## src/rtl/nco_phase_if.sv

```systemverilog
`timescale 1ns/1ps
`default_nettype none
// ============================================================================
// Module      : nco_phase_if
// Description : Output sample stream of the NCO phase front-end. One
//               sample (first-quadrant angle, sign, last flag) moves per
//               cycle in which val_o and rdy_i are both high.
// Signals     : val_o        - sample valid (producer -> consumer)
//               dat_theta_o  - 17-bit Q1.16 radian angle, 0..102944
//               dat_sgn_o    - 1 = consumer negates the CORDIC result
//               last_o       - final sample of the burst
//               rdy_i        - consumer ready (consumer -> producer)
// Modports    : master (the NCO drives it), slave (the sink)
// Revision    : 1.0 - initial release
// ============================================================================
interface nco_phase_if;
  logic        val_o;
  logic [16:0] dat_theta_o;
  logic        dat_sgn_o;
  logic        last_o;
  logic        rdy_i;

  modport master (
    output val_o,
    output dat_theta_o,
    output dat_sgn_o,
    output last_o,
    input  rdy_i
  );

  modport slave (
    input  val_o,
    input  dat_theta_o,
    input  dat_sgn_o,
    input  last_o,
    output rdy_i
  );
endinterface : nco_phase_if
`default_nettype wire

```

## src/rtl/nco_phase.sv

```systemverilog
`timescale 1ns/1ps
`default_nettype none
// ============================================================================
// Module      : nco_phase
// Description : Burst phase generator feeding a sine CORDIC. A phase
//               accumulator (18-bit, units of 2^-18 turn) is stepped once
//               per issued sample; each phase is folded into the first
//               quadrant (stage 1) and scaled to Q1.16 radians (stage 2).
//               The two-stage pipeline stalls as a whole on back-pressure.
// Ports       : clk          - sole clock, rising edge
//               rstn         - asynchronous active-low reset
//               start_i      - burst request pulse, sampled in IDLE only
//               cfg_phase_i  - initial phase, latched on accepted start
//               cfg_step_i   - phase increment, latched on accepted start
//               cfg_num_i    - burst length, latched on accepted start
//               busy_o       - high whenever the FSM is not IDLE
//               done_o       - one-cycle pulse at burst end
//               dat_if       - output sample stream (master modport)
// Config      : NCO_PHASE_ROUND_EN - defined: stage-2 scale rounds half up;
//               undefined (default): stage-2 scale truncates.
// Revision    : 1.0 - initial release
// ============================================================================
module nco_phase (
  input  wire logic        clk,
  input  wire logic        rstn,
  input  wire logic        start_i,
  input  wire logic [17:0] cfg_phase_i,
  input  wire logic [17:0] cfg_step_i,
  input  wire logic [15:0] cfg_num_i,
  output logic             busy_o,
  output logic             done_o,
  nco_phase_if.master      dat_if
);

  // --------------------------------------------------------------------------
  // Constants
  // --------------------------------------------------------------------------
  // pi/2 in Q1.16: round(1.5707963 * 65536) = 102944
  localparam logic [33:0] HALF_PI_Q16 = 34'd102944;
  localparam logic [16:0] QUARTER     = 17'd65536;

`ifdef NCO_PHASE_ROUND_EN
  localparam logic [33:0] SCALE_RND = 34'd32768;
`else
  localparam logic [33:0] SCALE_RND = 34'd0;
`endif

  typedef enum logic [1:0] {
    S_IDLE  = 2'd0,
    S_RUN   = 2'd1,
    S_DRAIN = 2'd2
  } state_t;

  // --------------------------------------------------------------------------
  // State
  // --------------------------------------------------------------------------
  state_t      state_q,     state_d;
  logic [17:0] acc_q,       acc_d;
  logic [17:0] step_q,      step_d;
  logic [15:0] cnt_q,       cnt_d;
  logic        zdone_q,     zdone_d;    // done pulse for a zero-length burst

  // Stage 1: folded magnitude within the quadrant
  logic        s1_val_q,    s1_val_d;
  logic [16:0] s1_m_q,      s1_m_d;
  logic        s1_sgn_q,    s1_sgn_d;
  logic        s1_last_q,   s1_last_d;

  // Stage 2: scaled angle, drives the output stream directly
  logic        s2_val_q,    s2_val_d;
  logic [16:0] s2_theta_q,  s2_theta_d;
  logic        s2_sgn_q,    s2_sgn_d;
  logic        s2_last_q,   s2_last_d;

  // --------------------------------------------------------------------------
  // Datapath helpers
  // --------------------------------------------------------------------------
  logic        en;          // whole pipeline advances this cycle
  logic        issue;       // a new sample enters stage 1 this cycle
  logic        drain_empty; // last sample gone, both stages empty
  logic [1:0]  quad;
  logic [15:0] frac;
  logic [16:0] fold_m;
  logic [33:0] prod;
  logic [16:0] scaled;
  logic        w_unused;

  // A stage may move only if the output slot is free or being emptied.
  // Stalling every register together keeps ordering trivially intact.
  assign en    = dat_if.rdy_i | ~s2_val_q;
  assign issue = (state_q == S_RUN) & en;

  // Odd quadrants run backwards from pi/2, so the angle is mirrored:
  // 65536 - f. f = 0 gives the full 65536, hence the 17-bit width.
  assign quad   = acc_q[17:16];
  assign frac   = acc_q[15:0];
  assign fold_m = quad[0] ? (QUARTER - {1'b0, frac}) : {1'b0, frac};

  // m <= 65536, so (m * 102944 + rnd) >> 16 tops out at exactly 102944
  // and always fits 17 bits; bit 33 and the low fraction are discarded.
  assign prod     = ({17'd0, s1_m_q} * HALF_PI_Q16) + SCALE_RND;
  assign scaled   = prod[32:16];
  assign w_unused = ^{prod[33], prod[15:0]};

  assign drain_empty = (state_q == S_DRAIN) & ~s1_val_q & ~s2_val_q;

  // --------------------------------------------------------------------------
  // Next-state logic
  // --------------------------------------------------------------------------
  always_comb begin
    state_d    = state_q;
    acc_d      = acc_q;
    step_d     = step_q;
    cnt_d      = cnt_q;
    zdone_d    = 1'b0;

    s1_val_d   = s1_val_q;
    s1_m_d     = s1_m_q;
    s1_sgn_d   = s1_sgn_q;
    s1_last_d  = s1_last_q;

    s2_val_d   = s2_val_q;
    s2_theta_d = s2_theta_q;
    s2_sgn_d   = s2_sgn_q;
    s2_last_d  = s2_last_q;

    case (state_q)
      S_IDLE: begin
        if (start_i) begin
          if (cfg_num_i != 16'd0) begin
            state_d = S_RUN;
            acc_d   = cfg_phase_i;
            step_d  = cfg_step_i;
            cnt_d   = cfg_num_i;
          end else begin
            zdone_d = 1'b1;
          end
        end
      end

      S_RUN: begin
        if (en) begin
          acc_d = acc_q + step_q;   // wraps modulo one turn
          cnt_d = cnt_q - 16'd1;
          if (cnt_q == 16'd1) begin
            state_d = S_DRAIN;
          end
        end
      end

      S_DRAIN: begin
        if (drain_empty) begin
          state_d = S_IDLE;
        end
      end

      default: begin
        state_d = S_IDLE;
      end
    endcase

    // Pipeline advance; payload registers only load with valid data
    if (en) begin
      s1_val_d = issue;
      if (issue) begin
        s1_m_d    = fold_m;
        s1_sgn_d  = quad[1];
        s1_last_d = (cnt_q == 16'd1);
      end

      s2_val_d = s1_val_q;
      if (s1_val_q) begin
        s2_theta_d = scaled;
        s2_sgn_d   = s1_sgn_q;
        s2_last_d  = s1_last_q;
      end
    end
  end

  // --------------------------------------------------------------------------
  // Registers
  // --------------------------------------------------------------------------
  always_ff @(posedge clk or negedge rstn) begin
    if (!rstn) begin
      state_q    <= S_IDLE;
      acc_q      <= 18'd0;
      step_q     <= 18'd0;
      cnt_q      <= 16'd0;
      zdone_q    <= 1'b0;
      s1_val_q   <= 1'b0;
      s1_m_q     <= 17'd0;
      s1_sgn_q   <= 1'b0;
      s1_last_q  <= 1'b0;
      s2_val_q   <= 1'b0;
      s2_theta_q <= 17'd0;
      s2_sgn_q   <= 1'b0;
      s2_last_q  <= 1'b0;
    end else begin
      state_q    <= state_d;
      acc_q      <= acc_d;
      step_q     <= step_d;
      cnt_q      <= cnt_d;
      zdone_q    <= zdone_d;
      s1_val_q   <= s1_val_d;
      s1_m_q     <= s1_m_d;
      s1_sgn_q   <= s1_sgn_d;
      s1_last_q  <= s1_last_d;
      s2_val_q   <= s2_val_d;
      s2_theta_q <= s2_theta_d;
      s2_sgn_q   <= s2_sgn_d;
      s2_last_q  <= s2_last_d;
    end
  end

  // --------------------------------------------------------------------------
  // Outputs
  // --------------------------------------------------------------------------
  assign dat_if.val_o       = s2_val_q;
  assign dat_if.dat_theta_o = s2_theta_q;
  assign dat_if.dat_sgn_o   = s2_sgn_q;
  assign dat_if.last_o      = s2_last_q;

  assign busy_o = (state_q != S_IDLE);
  // Burst end is either the drained DRAIN cycle or the registered
  // acknowledgement of a zero-length request; both are register-driven.
  assign done_o = zdone_q | drain_empty;

endmodule : nco_phase
`default_nettype wire

```

## src/flat_wrapper.sv

```systemverilog
// flat-port wrapper written by rule: the top's interface ports become plain ports
module nco_phase_flat 
  (clk, rstn, start_i, cfg_phase_i, cfg_step_i, cfg_num_i, busy_o, done_o, dat_if_val_o, dat_if_dat_theta_o, dat_if_dat_sgn_o, dat_if_last_o, dat_if_rdy_i);
  nco_phase_if dat_if_i ();
  input  wire logic clk;
  input  wire logic rstn;
  input  wire logic start_i;
  input  wire logic [17:0] cfg_phase_i;
  input  wire logic [17:0] cfg_step_i;
  input  wire logic [15:0] cfg_num_i;
  output logic busy_o;
  output logic done_o;
  output wire logic [$bits(dat_if_i.val_o)-1:0] dat_if_val_o;
  output wire logic [$bits(dat_if_i.dat_theta_o)-1:0] dat_if_dat_theta_o;
  output wire logic [$bits(dat_if_i.dat_sgn_o)-1:0] dat_if_dat_sgn_o;
  output wire logic [$bits(dat_if_i.last_o)-1:0] dat_if_last_o;
  input wire logic [$bits(dat_if_i.rdy_i)-1:0] dat_if_rdy_i;
  assign dat_if_val_o = dat_if_i.val_o;
  assign dat_if_dat_theta_o = dat_if_i.dat_theta_o;
  assign dat_if_dat_sgn_o = dat_if_i.dat_sgn_o;
  assign dat_if_last_o = dat_if_i.last_o;
  assign dat_if_i.rdy_i = dat_if_rdy_i;
  nco_phase u_core (.clk(clk), .rstn(rstn), .start_i(start_i), .cfg_phase_i(cfg_phase_i), .cfg_step_i(cfg_step_i), .cfg_num_i(cfg_num_i), .busy_o(busy_o), .done_o(done_o), .dat_if(dat_if_i));
endmodule
```

## config.mk

```make
export PLATFORM = sky130hd
export DESIGN_NAME = nco_phase_flat
export DESIGN_NICKNAME = d
export VERILOG_FILES = /design/src/rtl/nco_phase_if.sv /design/src/rtl/nco_phase.sv /design/src/flat_wrapper.sv
export SDC_FILE = /design/constraint.sdc
export NUM_CORES = 1
export LEC_CHECK = 0
export CAP_MARGIN = 0
export CORE_ASPECT_RATIO = 0.9
export CORE_UTILIZATION = 45
export CTS_BUF_LIST = sky130_fd_sc_hd__clkbuf_2
export CTS_CLUSTER_DIAMETER = 40
export DETAILED_ROUTE_END_ITERATION = 10
export PLACE_DENSITY = 0.65
export SLEW_MARGIN = 15
export SYNTH_ARGS = -nofsm -noshare
export SYNTH_HDL_FRONTEND = slang
export SYNTH_SLANG_ARGS = --single-unit
```

## constraint.sdc

```tcl
create_clock -name clk -period 4.1 [get_ports clk]
set_clock_uncertainty 0.1 [all_clocks]
set_input_delay 0.82 -clock clk [delete_from_list [all_inputs] [get_ports clk]]
set_output_delay 0.82 -clock clk [all_outputs]
set_load 0.05 [all_outputs]
```

Word level (Yosys, flattened, before mapping)
Cells that the tools add are included.
{"block": "classes", "addsub": 3, "multipliers": 1, "n_eq_ne": 8, "mux": 18, "bitwise_logic": 7, "n_reduce_logical": 9}
{"cell": "$mux 18", "n": 3}
{"cell": "$mux 16", "n": 3}
{"cell": "$pmux 18 s2", "n": 1}
{"cell": "$pmux 16 s2", "n": 1}
{"cell": "$mul 17x12->28 const B", "n": 1}
{"cell": "$add 18x18->18", "n": 1}
{"cell": "$mux 17", "n": 1}
{"cell": "$sub 17x16->17 const A", "n": 1}
{"cell": "$eq 16x1->1 const B", "n": 1}
{"cell": "$reduce_bool 16->1", "n": 1}
{"cell": "$sub 16x1->16 const B", "n": 1}
{"cell": "$mux 2", "n": 5}
{"cell": "$ne 2x1->1 const B", "n": 3}
{"cell": "$pmux 2 s3", "n": 1}
{"cell": "$reduce_and 5->1", "n": 1}
{"cell": "$ne 2x2->1 const B", "n": 2}
{"cell": "$reduce_and 2->1", "n": 2}
{"cell": "$reduce_and 4->1", "n": 1}
{"cell": "$reduce_bool 2->1", "n": 2}
{"cell": "$and 1x1->1", "n": 3}
{"cell": "$mux 1", "n": 3}
{"cell": "$reduce_and 3->1", "n": 1}
{"cell": "$eq 2x1->1 const B", "n": 1}
{"cell": "$eq 2x2->1 const B", "n": 1}
{"cell": "other kinds (3)", "n": 5}
{"block": "totals", "ff_bits": 95, "output_inout_bits": 22}

Longest topological paths before layout
Gate-level depths: netlist of the first run.
{"block": "logic_depth", "word_depth": 5, "mapped_depth": 15, "depth_no_buf": 14}

Worst setup path before layout of the first run
Ideal clock, no wire load.
{"block": "synth_timing", "path_type": "register -> register", "startpoint": "register u_core.s1_m_q[1]", "endpoint": "register u_core.s2_theta_q[16] (netlist: u_core.dat_if.dat_theta_o[16])", "setup_ns": 0.092, "arrival_time_ns": 4.122, "t_required_ns": 3.908, "setup_slack_ns": -0.214, "stages_incl_launch_ff": 15, "n_path_buf": 0, "period_less_slack_ns": 4.314, "path_cell_list": "dfrtp_1 > ha_1 > inv_1 > fa_1 > inv_1 > fa_1 > fa_1 > ha_1 > ha_1 > nand3_2 > nor3_2 > a221oi_2 > or4_1 > and3_1 > o31ai_2"}
{"block": "synth_between", "elab_chain_cells": 1}
{"element": "from (decl)", "line_no": "nco_phase.sv:65", "text": "logic [16:0] s1_m_q, s1_m_d;"}
{"element": "from (signal assigned)", "line_no": "nco_phase.sv:205", "text": "s1_m_q <= s1_m_d;"}
{"element": "$mul 17x12->28", "line_no": "nco_phase.sv:101", "text": "assign prod = ({17'd0, s1_m_q} * HALF_PI_Q16) + SCALE_RND;"}
{"element": "to (signal assigned)", "line_no": "nco_phase.sv:209", "text": "s2_theta_q <= s2_theta_d;"}
{"element": "to (decl)", "line_no": "nco_phase.sv:71", "text": "logic [16:0] s2_theta_q, s2_theta_d;"}
No other way between the ends.
A chain may end at the register's enable or synchronous reset.

Worst setup path after layout of the first run
{"block": "layout_timing", "startpoint": "register u_core.s1_m_q[1]", "endpoint": "register u_core.s2_theta_q[13] (netlist: u_core.dat_if.dat_theta_o[13])"}
Same word-level chain as after synthesis.

==> results.sh, run 1 <==
export IMPL_outcome="finished, violations left"
export IMPL_violations="DRC, setup timing"
export IMPL_clk_insertion_delay_late_ns=0.65
export IMPL_via_count=6918
export IMPL_num_nets_final=1209
export IMPL_cts_tree="done"
export IMPL_syn_num_nets=1085
export IMPL_critPathMaxStageDelay_ns=0.53
export IMPL_boundaryPins=78
export IMPL_synth_top_area_share=0.2942
export IMPL_cap_violations=0
export IMPL_cp_slowest_cell="fa_2"
export IMPL_synthesis_area_mm2=0.008082
export IMPL_setup_ws_ns=-0.2026
export IMPL_ctsHoldBuffers=0
export IMPL_area_growth_pct=25.68
export IMPL_holdCritPathClass="in -> async"
export IMPL_multiInputGateArea_mm2=0.005665
export IMPL_grt_total_usage=0.2222
export IMPL_cp_start_kind="flip-flop"
export IMPL_synth_distinct_cells=76
export IMPL_ys_flop_type="dfrtp_1"
export IMPL_overflow=0
export IMPL_critPathBufInv=3
export IMPL_slew_headroom=0.3139
export IMPL_fin_util=0.5767
export IMPL_setup_violations_final=9
export IMPL_core_area_mm2=0.01761
export IMPL_initial_core_util=0.4589
export IMPL_die_area_mm2=0.01850
export IMPL_nFillCells=1601
export IMPL_grt_max_degree=81
export IMPL_drtIter0Drc=400
export IMPL_arrival_ns=4.80
export IMPL_clk_pin_slew_ns=0.27
export IMPL_root_buffer="clkbuf_2"
export IMPL_layout_drive_gt1_share=0.1761
export IMPL_wire_per_inst_um=15.46
export IMPL_drtPass1Iterations=8
export IMPL_drc=1
export IMPL_cts_buffer_depth=2
export IMPL_grt_pass1_vias=6527
export IMPL_ys_seq_area_frac=0.2942
export IMPL_async_flop_share=1.000
export IMPL_crit_chain="ha_1, inv_2, fa_1, inv_2, fa_2, fa_2, ha_4, ha_4, nand2_4, o21ai_4, buf_6, a22oi_2, or3_4, a2111o_1, nand3_1"
export IMPL_via_per_inst=5.477
export IMPL_antenna_left=0
export IMPL_postSynthAreaPerCell_um2=9.050
export IMPL_end_kind="flip-flop"
export IMPL_cts_sinks=95
export IMPL_die_y_um=129.1
export IMPL_htree_levels=3
export IMPL_max_freq_mhz=232.4
export IMPL_yosys_area_top_type="dfrtp_1"
export IMPL_seq_area_mm2=0.002380
export IMPL_tightest_slew_ns=1.029
export IMPL_grt_first_pass_wirelength_um=32250
export IMPL_finalHoldViolCount=0
export IMPL_yosysWarnings=0
export IMPL_rsz0062_at_grt="yes"
export IMPL_gp_congestion=0.9099
export IMPL_postSynthCellCount=893
export IMPL_die_width_um=143.3
export IMPL_crit_family="adder cells"
export IMPL_drt_total_wl_um=19520
export IMPL_rows=46
export IMPL_path_class="reg -> reg"
export IMPL_slew_violations=0
export IMPL_synth_edff_count=0
export IMPL_synth_common_cells="ha_1 (104), dfrtp_1 (95), nand2_1 (87), inv_1 (81), o21ai_0 (77)"
export IMPL_antenna_found_initial=1
export IMPL_worstPathRequired_ns=4.59
export IMPL_yosys_top_cells_area="dfrtp_1 (29%), ha_1 (16%), fa_1 (7.9%)"
export IMPL_period_needed_ns=4.303
export IMPL_hpwl_um=14910
export IMPL_cts_made_buffers=9
export IMPL_ys_ff_latch=95
export IMPL_min_period_over_period=1.049
export IMPL_io_buffers=77
export IMPL_synth_most_common_cell="ha_1"
export IMPL_cp_max_fo=3
## registers in the layout (all words and copies together) (netlist names)
name	cells
u_core.cnt_q	16
u_core.dat_if.val_o	1
u_core.acc_q	18
u_core.state_q	2
u_core.s1_val_q	1
u_core.s1_last_q	1
u_core.s1_sgn_q	1
u_core.s1_m_q	17
u_core.zdone_q	1
u_core.step_q	18
u_core.dat_if.last_o	1
u_core.dat_if.dat_sgn_o	1
u_core.dat_if.dat_theta_o	17
## kinds of logic after synthesis
group                    Yosys count  share of synthesized area
buffers and inverters            122                    0.06069
XOR/XNOR                          31                    0.03360
AO/OA/AOI/OAI                    235                     0.1858
multiplexers                      22                    0.03004
AND/OR/NAND/NOR                  252                     0.1554
adder cells (fa/ha/maj)          136                     0.2403
flip-flops                        95                     0.2942
## cell usage in the layout (no fill, tap or decap), types with 7 or more instances in the layout
cell             instances
dfrtp_1                 93
nand2_1                 86
ha_1                    84
inv_1                   79
clkdlybuf4s50_1         76
buf_4                   76
o21ai_0                 67
a21oi_1                 53
nor2_1                  47
fa_1                    30
ha_4                    20
mux2_2                  18
nor3_1                  18
nand3_1                 17
xor2_1                  17
xnor2_1                 12
nand4_1                 11
o21ai_1                 10
clkbuf_2                 9
o21a_1                   8
o31ai_1                  8
nor4_1                   7
nand2b_1                 7
nor2b_1                  7
and3_1                   7
## per-layer routing
layer / vias up / GRT usage / routed length, um
met5: - / 0 / 0
met3: 14 / 0.03991 / 851
met1: 3292 / 0.3137 / 9347
met2: 149 / 0.3595 / 9142
met4: 0 / 0.04068 / 183
li1: 3463 / - / -
## worst paths after layout
| check | startpoint | endpoint | slack (ns) | cells after the start |
|---|---|---|---|---|
| min in group clk | u_core.dat_if.dat_sgn_o$_DFFE_PN0P_ | u_core.dat_if.dat_sgn_o$_DFFE_PN0P_ | 0.41 | 2 |
| worst min register to register | u_core.dat_if.dat_sgn_o$_DFFE_PN0P_ | u_core.dat_if.dat_sgn_o$_DFFE_PN0P_ | 0.41 | 2 |
| max in group asynchronous | rstn | u_core.cnt_q[15]$_DFFE_PN0P_ | 2.93 | 2 |
| worst max-delay path | u_core.s1_m_q[1]$_DFFE_PN0P_ | u_core.dat_if.dat_theta_o[13]$_DFFE_PN0P_ | -0.20 | 15 |
| worst max register to register | u_core.s1_m_q[1]$_DFFE_PN0P_ | u_core.dat_if.dat_theta_o[13]$_DFFE_PN0P_ | -0.20 | 15 |
| worst min-delay path | rstn | u_core.dat_if.dat_theta_o[11]$_DFFE_PN0P_ | 0.20 | 1 |
## stage by stage
step | hold WS [ns] | instances | instance area, um2 | worst slack, ns | TNS [ns]
2_1_floorplan | 0.3386 | 893 | 8198 | 0.003906 | 0
3_3_place_gp | 0.3586 | 1234 | 9567 | -0.1305 | -0.5903
3_5_place_dp | 0.3638 | 1234 | 9567 | -0.2249 | -1.352
4_1_cts | 0.1917 | 1257 | 9920 | -0.1712 | -0.7825
5_1_grt | 0.2276 | 1263 | 10160 | -0.3294 | -2.299
6_report | 0.2048 | 1263 | 10160 | -0.2026 | -0.8762
## worst reg2reg max path: cells and delay by family, from the launching register on
kind / cells / cell delay [ns]
AO/OA/AOI/OAI: 3 / 0.69
adder cells (fa/ha/maj): 6 / 2.33
AND/OR/NAND/NOR: 3 / 0.49
buffers and inverters: 3 / 0.21
flip-flops: 1 / 0.46
## final cells by class
class                      count  share of cell area
inverter                      82             0.03030
sequential                    95              0.2343
antenna                        1           0.0002464
tap                          240             0.02956
clock buffer                   9            0.004435
timing repair buffer         153              0.1322
clock inverter                 7             0.01121
multi-input combinational    676              0.5578
## what timing repair did
item | CTS | global route
endpoints found under the hold margin | 0 | 0
gates resized for setup | 27 | 36
pin swaps | 10 | 13
setup endpoints to repair | 10 | 14
buffers inserted | 7 | 6
Power of run 1 is not shown: default switching activity piles up to over one toggle a cycle in this logic, so the estimate is an artifact.
==> inputs of run 2 (changes only) <==
Settings changed: CTS_CLUSTER_SIZE set to 16, PLACE_DENSITY 0.65 to unset, PLACE_DENSITY_LB_ADDON set to 0.1.
==> run 2 against run 1 <==
The flow finishes with violations (setup timing). Worst hold slack worse by 0.17 ns. Wire length up 2.6%. Cell count up 0.40%. First-iteration DRC count down 4.5%. Count of clock-buffer cells in the layout unchanged. Largest cell class unchanged. Highest routed layer unchanged. Setup slack better by 0.051 ns. Critical path type unchanged. Non-clock buffer count up 4. Sequential share of layout area up 0.11 points. Die area unchanged. Register-to-register slack better by 0.05 ns. Core utilization down 0.22 points.
==> results.sh, run 2 (same netlist as run 1, synthesis figures left out) <==
export IMPL_antenna_left=0
export IMPL_setup_tns_ns=-0.8436
export IMPL_via_per_inst=5.476
export IMPL_rows=46
export IMPL_cts_made_buffers=9
export IMPL_layout_commonest_cell="dfrtp_1"
export IMPL_setup_ws_ns=-0.1517
export IMPL_drc=0
export IMPL_num_nets_final=1213
export IMPL_top_regs="u_core.acc_q x18, u_core.step_q x18"
export IMPL_grt_first_pass_wirelength_um=32820
export IMPL_crit_chain="ha_4, inv_2, fa_1, inv_1, fa_2, fa_1, ha_4, ha_4, nand3_4, nor3_4, a22oi_2, or3_4, a2111o_1, nand3_1"
export IMPL_dp_cells=1240
export IMPL_overflow=0
export IMPL_die_width_um=143.3
export IMPL_layout_drive_gt1_share=0.1745
export IMPL_arrival_ns=4.74
export IMPL_via_count=6944
export IMPL_hold_slack_ns=0.03275
export IMPL_htree_levels=3
export IMPL_period_needed_ns=4.252
export IMPL_slew_violations=0
export IMPL_max_freq_mhz=235.2
export IMPL_area_growth_pct=25.21
export IMPL_cp_start_kind="flip-flop"
export IMPL_die_area_mm2=0.01850
export IMPL_crit_top_cell="ha_4"
export IMPL_drt_total_wl_um=20040
export IMPL_drtPass1Iterations=4
export IMPL_grt_pass1_vias=6558
export IMPL_slew_headroom=0.5066
export IMPL_violations="setup timing"
export IMPL_cts_buffer_depth=2
export IMPL_cp_max_fo=4
export IMPL_gp_congestion=0.9155
export IMPL_ctsHoldBuffers=0
export IMPL_setup_violations_final=9
export IMPL_clk_insertion_delay_late_ns=0.64
export IMPL_grt_max_degree=50
export IMPL_path_class="reg -> reg"
export IMPL_cts_tree="done"
export IMPL_rsz0062_at_grt="yes"
export IMPL_crit_family="adder cells"
export IMPL_critPathMaxStageDelay_ns=0.52
export IMPL_critPathBufInv=2
export IMPL_wire_per_inst_um=15.81
export IMPL_cp_slowest_cell="fa_2"
export IMPL_holdCritPathClass="in -> async"
export IMPL_cts_sinks=95
export IMPL_min_period_over_period=1.037
export IMPL_antenna_found_initial=1
export IMPL_end_kind="flip-flop"
export IMPL_cap_violations=0
export IMPL_outcome="finished, violations left"
export IMPL_grt_total_usage=0.2279
export IMPL_core_area_mm2=0.01761
export IMPL_drtIter0Drc=382
export IMPL_layout_common_cells="dfrtp_1 (91), nand2_1 (85), ha_1 (83)"
export IMPL_worstPathRequired_ns=4.59
export IMPL_finalHoldViolCount=0
export IMPL_postLayoutCellArea_mm2=0.01012
export IMPL_tightest_slew_ns=0.7333
export IMPL_fin_cells=1268
export IMPL_boundaryPins=78
export IMPL_io_buffers=77
export IMPL_root_buffer="clkbuf_2"
export IMPL_die_y_um=129.1
export IMPL_clk_pin_slew_ns=0.30
export IMPL_hpwl_um=15440
export IMPL_initial_core_util=0.4589
export IMPL_placed_area_mm2=0.009635
run 2: path summary, 6_finish.rpt:
| path | end | startpoint | depth (start not counted) | slack (ns) |
|---|---|---|---|---|
| worst max register to register | u_core.dat_if.dat_theta_o[13]$_DFFE_PN0P_ | u_core.s1_m_q[2]$_DFFE_PN0P_ | 14 | -0.15 |
| worst min-delay path | u_core.dat_if.dat_theta_o[12]$_DFFE_PN0P_ | rstn | 1 | 0.03 |
| worst min register to register | u_core.dat_if.dat_theta_o[6]$_DFFE_PN0P_ | u_core.dat_if.dat_theta_o[6]$_DFFE_PN0P_ | 2 | 0.42 |
| worst max-delay path | u_core.dat_if.dat_theta_o[13]$_DFFE_PN0P_ | u_core.s1_m_q[2]$_DFFE_PN0P_ | 14 | -0.15 |
| min in group clk | u_core.dat_if.dat_theta_o[6]$_DFFE_PN0P_ | u_core.dat_if.dat_theta_o[6]$_DFFE_PN0P_ | 2 | 0.42 |
| max in group asynchronous | u_core.s1_m_q[7]$_DFFE_PN0P_ | rstn | 2 | 3.15 |
run 2: per-stage QoR:
stage | worst slack [ns] | utilization
final | -0.1517 | 0.5745
after global routing | -0.2437 | 0.5745
after CTS | -0.1807 | 0.5660
after detailed placement | -0.2293 | 0.5471
after global placement | -0.2227 | 0.5471
after floorplan | 0.003906 | -
run 2: layout make-up:
class,instances,area (um2)
Multi-Input combinational cell,676,5613
Timing Repair Buffer,157,1385
Clock buffer,9,45.04
Clock inverter,7,80.08
Tap cell,240,300.3
Sequential cell,95,2382
Inverter,82,307.8
Antenna cell,2,5.005
Fill cell,1638,7493
run 2: what timing repair did:
| item | in CTS | in global routing |
|---|---|---|
| endpoints found under the setup margin | 11 | 13 |
| pin swaps | 24 | 14 |
| gates resized for setup | 25 | 22 |
| buffers inserted | 5 | 5 |
run 2: layer usage:
metal	GRT usage	routed length [um]	up-vias
met3	0.03806	750	7
li1	-	-	3461
met4	0.03755	118	0
met1	0.3182	9674	3348
met5	0	0	-
met2	0.3776	9497	128
Power of run 2 is left out for the same reason.
==> inputs of run 3 (changes only) <==
Settings changed: TNS_END_PERCENT set to 30.
==> run 3 against run 2 <==
The run still ends with setup timing left. Critical path depth down 2. Setup slack got worse by 0.0055 ns. Via count down 0.30%. Count of clock-buffer cells in the layout is the same. Cell count fell by 0.24%. Largest cell class unchanged. Highest routed layer unchanged.
==> results.sh, run 3 (same netlist as run 1, synthesis figures left out) <==
export IMPL_io_buffers=77
export IMPL_antenna_left=0
export IMPL_layout_drive_gt1_share=0.1738
export IMPL_rsz0062_at_grt="yes"
export IMPL_end_kind="flip-flop"
export IMPL_drtIter0Drc=406
export IMPL_reg2reg_from="u_core.s1_m_q[2]$_DFFE_PN0P_"
export IMPL_core_area_mm2=0.01761
export IMPL_antenna_found_initial=1
export IMPL_finalHoldViolCount=0
export IMPL_area_growth_pct=25.50
export IMPL_max_freq_mhz=234.9
export IMPL_drtPass1Iterations=5
export IMPL_holdCritPathClass="in -> async"
export IMPL_ff2ff_setup_slack_ns=-0.16
export IMPL_outcome="finished, violations left"
export IMPL_post_place_ws_ns=-0.2323
export IMPL_wire_per_inst_um=15.96
export IMPL_die_area_mm2=0.01850
export IMPL_violations="setup timing"
export IMPL_cts_tree="done"
export IMPL_endpoint="u_core.dat_if.dat_theta_o[13]$_DFFE_PN0P_"
export IMPL_via_count=6923
export IMPL_cp_max_fo=4
export IMPL_rows=46
export IMPL_initial_core_util=0.4589
export IMPL_worstPathRequired_ns=4.61
export IMPL_setup_violations_final=8
export IMPL_die_y_um=129.1
export IMPL_grt_max_degree=77
export IMPL_placed_area_mm2=0.009604
export IMPL_cts_made_buffers=9
export IMPL_drc=0
export IMPL_drt_total_wl_um=20190
export IMPL_overflow=0
export IMPL_num_nets_final=1211
export IMPL_period_needed_ns=4.257
export IMPL_slew_headroom=0.3302
export IMPL_arrival_ns=4.77
export IMPL_ff2ff_path_depth=12
export IMPL_grt_pass1_vias=6570
export IMPL_min_period_over_period=1.038
export IMPL_cap_violations=0
export IMPL_tightest_slew_ns=1.005
export IMPL_layout_commonest_cell="dfrtp_1"
export IMPL_cts_buffer_depth=2
export IMPL_crit_start="u_core.s1_m_q[2]$_DFFE_PN0P_"
export IMPL_slew_violations=0
export IMPL_die_width_um=143.3
export IMPL_grt_first_pass_wirelength_um=32860
export IMPL_ctsHoldBuffers=0
export IMPL_top_regs="u_core.acc_q x18, u_core.step_q x18"
export IMPL_htree_levels=3
export IMPL_hpwl_um=15280
export IMPL_via_per_inst=5.473
export IMPL_grt_total_usage=0.2280
export IMPL_boundaryPins=78
export IMPL_root_buffer="clkbuf_2"
export IMPL_gp_congestion=0.9054
export IMPL_cts_sinks=95
export IMPL_postLayoutCellArea_mm2=0.01014
export IMPL_r2r_end="u_core.dat_if.dat_theta_o[13]$_DFFE_PN0P_"
export IMPL_path_class="reg -> reg"
export IMPL_setup_ws_ns=-0.1572
export IMPL_cp_start_kind="flip-flop"
export IMPL_clk_insertion_delay_late_ns=0.65
export IMPL_clk_pin_slew_ns=0.31
export IMPL_layout_common_cells="dfrtp_1 (93), nand2_1 (86), ha_1 (82)"
run 3: cell types whose count changed in the layout (fill, tap and decap cells not counted), sizes merged:
cell,change
clkinv,-1
buf,-2
diode,-1
inv,+2
clkinvlp,-1
run 3: stage by stage:
| stage | TNS [ns] | hold slack, ns | utilization | std cells |
|---|---|---|---|---|
| 5_1_grt | -2.493 | 0.2018 | 0.5759 | 1265 |
| 6_report | -0.6815 | 0.1916 | 0.5759 | 1265 |
| 3_3_place_gp | -0.8656 | 0.3622 | 0.5453 | 1239 |
| 4_1_cts | -1.150 | 0.1965 | 0.5615 | 1260 |
| 3_5_place_dp | -1.401 | 0.3627 | 0.5453 | 1239 |
| 2_1_floorplan | -0.009594 | 0.3386 | - | 893 |
run 3: worst min path at each step:
stage,startpoint,endpoint,slack [ns]
5_1_grt,rstn,u_core.zdone_q$_DFF_PN0_,0.20
4_1_cts,rstn,u_core.state_q[1]$_DFFE_PN0P_,0.20
6_report,rstn,u_core.dat_if.dat_theta_o[8]$_DFFE_PN0P_,0.19
3_3_place_gp,u_core.dat_if.dat_theta_o[8]$_DFFE_PN0P_,u_core.dat_if.dat_theta_o[8]$_DFFE_PN0P_,0.36
3_5_place_dp,u_core.dat_if.dat_sgn_o$_DFFE_PN0P_,u_core.dat_if.dat_sgn_o$_DFFE_PN0P_,0.36
2_1_floorplan,u_core.s1_sgn_q$_DFFE_PN0P_,u_core.dat_if.dat_sgn_o$_DFFE_PN0P_,0.34
run 3: what timing repair did:
action / 4_1_cts / 5_1_grt
setup endpoints to repair: 10 / 14
setup buffers: 5 / 4
pin swaps: 17 / 28
gates resized for setup: 20 / 33
hold endpoints to repair: 0 / 0
run 3: layer usage:
layer / track usage / part of all wire / vias to the layer above
met5: 0 / 0 / -
met4: 0.04506 / 0.0082 / 0
met1: 0.3230 / 0.48 / 3320
li1: - / - / 3448
met2: 0.3699 / 0.47 / 140
met3: 0.03659 / 0.037 / 15
run 3: worst max-delay path: stages, from the launching register on:
cell,delay (ns)
dfrtp_1,0.47
ha_1,0.32
fa_1,0.55
fa_1,0.46
fa_1,0.54
ha_4,0.22
ha_4,0.29
nand3_4,0.09
nor3_4,0.26
a22oi_2,0.11
or3_4,0.41
a2111o_1,0.38
nand3_2,0.06
run 3: final cells by class:
class | count | area [um2]
inverter | 82 | 307.8
clock buffer | 9 | 45.04
sequential | 95 | 2380
multi-input combinational | 676 | 5664
antenna | 1 | 2.502
tap | 240 | 300.3
timing repair buffer | 155 | 1354
fill | 1635 | 7470
clock inverter | 7 | 88.84
Power of run 3 is left out for the same reason.
